===== src/rtl/uart_pkg.sv =====
// Shared UART receive-side types and constants: FSM state encoding,
// oversampling ratio and stop-bit tick counts.
package uart_pkg;

   typedef enum logic [2:0] {
      IDLE,
      START,
      DATA,
      PARITY,
      STOP,
      BREAK
   } state_t;

   localparam int OVERSAMPLE = 16;
   localparam int DBIT_DEF   = 8;

   localparam int SB_1   = 16;
   localparam int SB_1P5 = 24;
   localparam int SB_2   = 32;

endpackage


===== src/rtl/sync_2ff.sv =====
// Two-flop synchronizer for an asynchronous idle-high line; 2 clk latency,
// resets to 1 so a reset never looks like a start bit. No backpressure.
module sync_2ff (
   input  logic clk,
   input  logic rst,
   input  logic d,
   output logic q
);

   logic meta;

   always_ff @(posedge clk) begin
      if (rst) begin
         meta <= 1'b1;
         q    <= 1'b1;
      end else begin
         meta <= d;
         q    <= meta;
      end
   end

endmodule


===== src/rtl/uart_rx.sv =====
// 16x oversampling UART receiver; rx_done_tick one clk after the s_tick that ends the stop count.
// No backpressure: every completed frame overwrites dout/frame_err/parity_err.
module uart_rx
   import uart_pkg::*;
#(
   parameter int DBIT       = DBIT_DEF,
   parameter int SB_TICK    = SB_1,
   parameter int PARITY_EN  = 0,
   parameter int PARITY_ODD = 0
) (
   input  logic            clk,
   input  logic            rst,
   input  logic            rx,
   input  logic            s_tick,
   output logic [DBIT-1:0] dout,
   output logic            rx_done_tick,
   output logic            frame_err,
   output logic            parity_err
);

   localparam int SW = (SB_TICK > 16) ? 5 : 4;
   localparam int NW = $clog2(DBIT);

   localparam logic [SW-1:0] S_MID  = SW'(OVERSAMPLE / 2 - 1);
   localparam logic [SW-1:0] S_END  = SW'(OVERSAMPLE - 1);
   localparam logic [SW-1:0] S_STOP = SW'(SB_TICK - 1);
   localparam logic [NW-1:0] N_LAST = NW'(DBIT - 1);
   localparam logic          PAR_ON  = (PARITY_EN != 0);
   localparam logic          PAR_ODD = (PARITY_ODD != 0);

   logic            rx_s;
   state_t          state, state_next;
   logic [SW-1:0]   s, s_next;
   logic [NW-1:0]   n, n_next;
   logic [DBIT-1:0] b, b_next;
   logic            p_err, p_err_next;
   logic [DBIT-1:0] dout_next;
   logic            done_next, frame_err_next, parity_err_next;

   sync_2ff u_sync (
      .clk (clk),
      .rst (rst),
      .d   (rx),
      .q   (rx_s)
   );

   always_ff @(posedge clk) begin
      if (rst) begin
         state        <= IDLE;
         s            <= '0;
         n            <= '0;
         b            <= '0;
         p_err        <= 1'b0;
         dout         <= '0;
         rx_done_tick <= 1'b0;
         frame_err    <= 1'b0;
         parity_err   <= 1'b0;
      end else begin
         state        <= state_next;
         s            <= s_next;
         n            <= n_next;
         b            <= b_next;
         p_err        <= p_err_next;
         dout         <= dout_next;
         rx_done_tick <= done_next;
         frame_err    <= frame_err_next;
         parity_err   <= parity_err_next;
      end
   end

   always_comb begin
      state_next      = state;
      s_next          = s;
      n_next          = n;
      b_next          = b;
      p_err_next      = p_err;
      dout_next       = dout;
      done_next       = 1'b0;
      frame_err_next  = frame_err;
      parity_err_next = parity_err;

      case (state)
         IDLE: begin
            if (!rx_s) begin
               state_next = START;
               s_next     = '0;
            end
         end
         START: begin
            // Mid-start-bit check rejects glitches shorter than half a bit.
            if (s_tick) begin
               if (s == S_MID) begin
                  if (!rx_s) begin
                     state_next = DATA;
                     s_next     = '0;
                     n_next     = '0;
                  end else begin
                     state_next = IDLE;
                  end
               end else begin
                  s_next = s + 1'b1;
               end
            end
         end
         DATA: begin
            if (s_tick) begin
               if (s == S_END) begin
                  s_next = '0;
                  b_next = {rx_s, b[DBIT-1:1]};
                  if (n == N_LAST) begin
                     state_next = PAR_ON ? PARITY : STOP;
                  end else begin
                     n_next = n + 1'b1;
                  end
               end else begin
                  s_next = s + 1'b1;
               end
            end
         end
         PARITY: begin
            if (s_tick) begin
               if (s == S_END) begin
                  p_err_next = rx_s ^ (^b) ^ PAR_ODD;
                  s_next     = '0;
                  state_next = STOP;
               end else begin
                  s_next = s + 1'b1;
               end
            end
         end
         STOP: begin
            if (s_tick) begin
               if (s == S_STOP) begin
                  dout_next       = b;
                  frame_err_next  = ~rx_s;
                  parity_err_next = PAR_ON ? p_err : 1'b0;
                  done_next       = 1'b1;
                  s_next          = '0;
                  // A line still low here is a break: report it once, then wait for idle.
                  state_next      = rx_s ? IDLE : BREAK;
               end else begin
                  s_next = s + 1'b1;
               end
            end
         end
         BREAK: begin
            if (rx_s) begin
               state_next = IDLE;
            end
         end
         default: state_next = IDLE;
      endcase
   end

endmodule


===== config.mk =====
export PLATFORM = sky130hd
export DESIGN_NAME = uart_rx
export DESIGN_NICKNAME = d
export VERILOG_FILES = /design/src/rtl/uart_pkg.sv /design/src/rtl/sync_2ff.sv /design/src/rtl/uart_rx.sv
export SDC_FILE = /design/constraint.sdc
export NUM_CORES = 1
export LEC_CHECK = 0
export CORE_UTILIZATION = 49
export DETAILED_ROUTE_END_ITERATION = 16
export PLACE_DENSITY_LB_ADDON = 0.3
export SYNTH_ARGS = -nofsm -noshare
export SYNTH_HDL_FRONTEND = slang
export SYNTH_SLANG_ARGS = --single-unit

===== constraint.sdc =====
create_clock -name clk -period 1.7 [get_ports clk]
set_input_delay 0.425 -clock clk [delete_from_list [all_inputs] [get_ports clk]]
set_output_delay 0.425 -clock clk [all_outputs]
set_load 0.1 [all_outputs]

==> impl_metrics.ini, run 1 <==
[status]
status = completed

[power]
power.leakage_uw = 0.000823
p_sw_uw = 309
powerDensity_mw_per_mm2 = 665
seqPwrFrac = 0.563
sw_frac_of_total = 0.242
combPwrFrac = 0.099
p_int_uw = 964
vdd_drop_max_uv = 777
clkPwrFrac = 0.338

[worst_setup_path]
arrival_ps = 1940
crit_fanout = 7
crit_path_end_kind = flop
critPathKind = reg2reg
start_kind = flop
worstPathRequired_ps = 1970

[floorplanning]
dieArea_mm2 = 0.00309
die_h_um = 55.6
initial_utilization = 0.515
rows = 19
boundaryPins = 15
core_mm2 = 0.00273
die_w_um = 55.6

[synth]
syn_inst = 148
synth_fp_nets = 155
synth.distinct_cells = 42
ys.warnings.count = 0
syn_area_mm2 = 0.00141
synth_top_area_frac = 0.426
yosys_register_bits = 30
ys_seq_area_frac = 0.426
synthTopCellsByArea = dfxtp_1 43%, mux2i_1 15%, nor2_1 6.4%, ha_1 2.7%, nand2_1 2.7%
syn_avg_cell_area_um2 = 9.52
yosysTopAreaCell = dfxtp_1

[final_layout]
finish.instance_area_mm2 = 0.00191
nets = 186
fillers = 219
instances_no_fill = 211
fin_util = 0.700
area_growth_pct = 35.9
drive_above_1_share = 0.356
most-common-layout-cells = 24 x dfxtp_1, 23 x nor2_1, 21 x mux2i_1
antennaDiodeCount = 0
final_common_cell = dfxtp_1

[job]
drv_cap = 0

[timing]
rsz0062_at_grt = true
max_clock_freq_mhz = 596
finClkSkew_ps = 6.25
period_share = 0.986
finalSetupViolations = 0
period_needed_ps = 1680
drv_slew = 0
fin_ws_ps = 23.2
hold_viol_final = 0

[place]
hpwl_um = 2040
placed_cells = 200
placed_area_mm2 = 0.00176
globalplace.congestion = 0.871
place_worst_setup_slack_ps = -451
io_buffer_count = 13

[detailed_routing]
detail-route-antenna-nets = 0
drc_errors = 0
drt_iter0_drc = 29
vias = 1155
wl_um = 2970
wl_per_cell_um = 14.1
vias_per_cell = 5.47
firstDrtPassIters = 4

[clocking]
cts_buffer_depth = 2
clk_latency_ps = 320
tritoncts = yes
htreeDepth = 2
clock-sinks = 30
cts-root-buf = clkbuf_4
cts_inserted_buffers = 5
path_clk_slew_ps = 90
postCtsHoldBufs = 0

[global_route]
grt_max_degree = 20
grt_pass1_vias = 1115
grt-ovfl-total = 0
grt_usage = 0.207
grt_pass1_wl_um = 4810
antenna_found_initial = 0

[worst_hold_path]
min_path_type = reg2reg
## flip-flops by register name, indices dropped and copies added, names as in the netlist
name          flops
state             3
dout              8
rx_done_tick      1
u_sync.meta       1
s                 4
u_sync.q          1
b                 8
frame_err         1
n                 3
## kinds of logic (layout without fill, tap and decap cells)
kind of cell / Yosys count / count (layout) / synth area share
AND/OR/NAND/NOR: 57 / 57 / 0.198
multiplexers: 22 / 22 / 0.157
AO/OA/AOI/OAI: 19 / 19 / 0.117
other: 1 / 1 / 0.00266
flip-flops: 30 / 30 / 0.426
XOR/XNOR: 2 / 2 / 0.0124
buffers and inverters: 13 / 45 / 0.0524
adder cells (fa/ha/maj): 4 / 4 / 0.0338
## area by class of cell
type | instances | area, um2 | share of cell area
Clock buffer | 7 | 55.1 | 0.0288
Tap cell | 31 | 38.8 | 0.0203
Timing Repair Buffer | 33 | 392 | 0.205
Sequential cell | 30 | 611 | 0.319
Clock inverter | 1 | 5.00 | 0.00261
Inverter | 4 | 15.0 | 0.00784
Multi-Input combinational cell | 105 | 798 | 0.417
## critical path, stage by stage, from the launching register on
cell	delay (ps)
dfxtp_4	380
or2_1	240
a311oi_2	290
o221ai_2	180
a2111o_1	400
a21oi_2	140
## synth_stat cells, drive strengths merged
cell type / n
a2111o: 2
a21oi: 6
a221oi: 1
a22o: 1
a311oi: 1
a32o: 1
and2b: 1
and3: 1
buf: 4
clkbuf: 5
conb: 1
dfxtp: 30
ha: 3
inv: 4
maj3: 1
mux2: 1
mux2i: 21
nand2: 10
nand2b: 1
nand3: 2
nand3b: 2
nand4: 2
nor2: 25
nor3: 2
nor3b: 4
nor4: 1
nor4b: 1
o21ai: 4
o221ai: 2
o311a: 1
or2: 4
or3: 1
xnor2: 2
## per-stage QoR
step / hold slack [ps] / TNS, ps / power (uW)
after floorplan: 389 / 0 / 818
after global placement: 391 / -3040 / 845
after global routing: 461 / -60.0 / 1330
final: 424 / 0 / 1270
after CTS: 427 / 0 / 1290
after detailed placement: 403 / -4250 / 849
## power by group through the flow
stage / clock network, uW / registers [uW] / logic [uW]
finish: 431 / 717 / 126
global route: 474 / 717 / 137
CTS: 456 / 716 / 118
detailed placement: 0 / 733 / 116
global placement: 0 / 732 / 113
floorplan: 0 / 729 / 88.2
## metal layers
metal / wire [um] / share of wire / track usage / vias up
met2: 1430 / 0.48 / 0.334 / 28
met4: 133 / 0.045 / 0.161 / 0
met5: 0 / 0 / 0 / -
met1: 1270 / 0.43 / 0.224 / 533
met3: 128 / 0.043 / 0.0674 / 16
li1: - / - / - / 578
## path summary, 6_finish.rpt
path                             startpoint        to  slack (ps)  depth (start not counted)
worst max-delay path               state[2]  state[0]          20                          5
worst min-delay path            u_sync.meta  u_sync.q         420                          1
worst min register to register  u_sync.meta  u_sync.q         420                          1
worst max register to register     state[2]  state[0]          20                          5
## repair_timing
item,CTS,global route
pin swaps,3,4
endpoints found under the setup margin,8,18
setup buffers,0,3
resized for setup,5,18
Note: power is estimated with default switching activity, not from simulation.
==> run 2: changes to the inputs <==
--- a/config.mk
+++ b/config.mk
@@ -5,8 +5,10 @@
 export SDC_FILE = /design/constraint.sdc
 export NUM_CORES = 1
 export LEC_CHECK = 0
+export CAP_MARGIN = 5
 export CORE_UTILIZATION = 49
 export DETAILED_ROUTE_END_ITERATION = 16
+export HOLD_SLACK_MARGIN = 0.15
 export PLACE_DENSITY_LB_ADDON = 0.3
 export SYNTH_ARGS = -nofsm -noshare
 export SYNTH_HDL_FRONTEND = slang
==> results of run 2 <==
Final layout, timing and power as in run 1 (identical DEF).
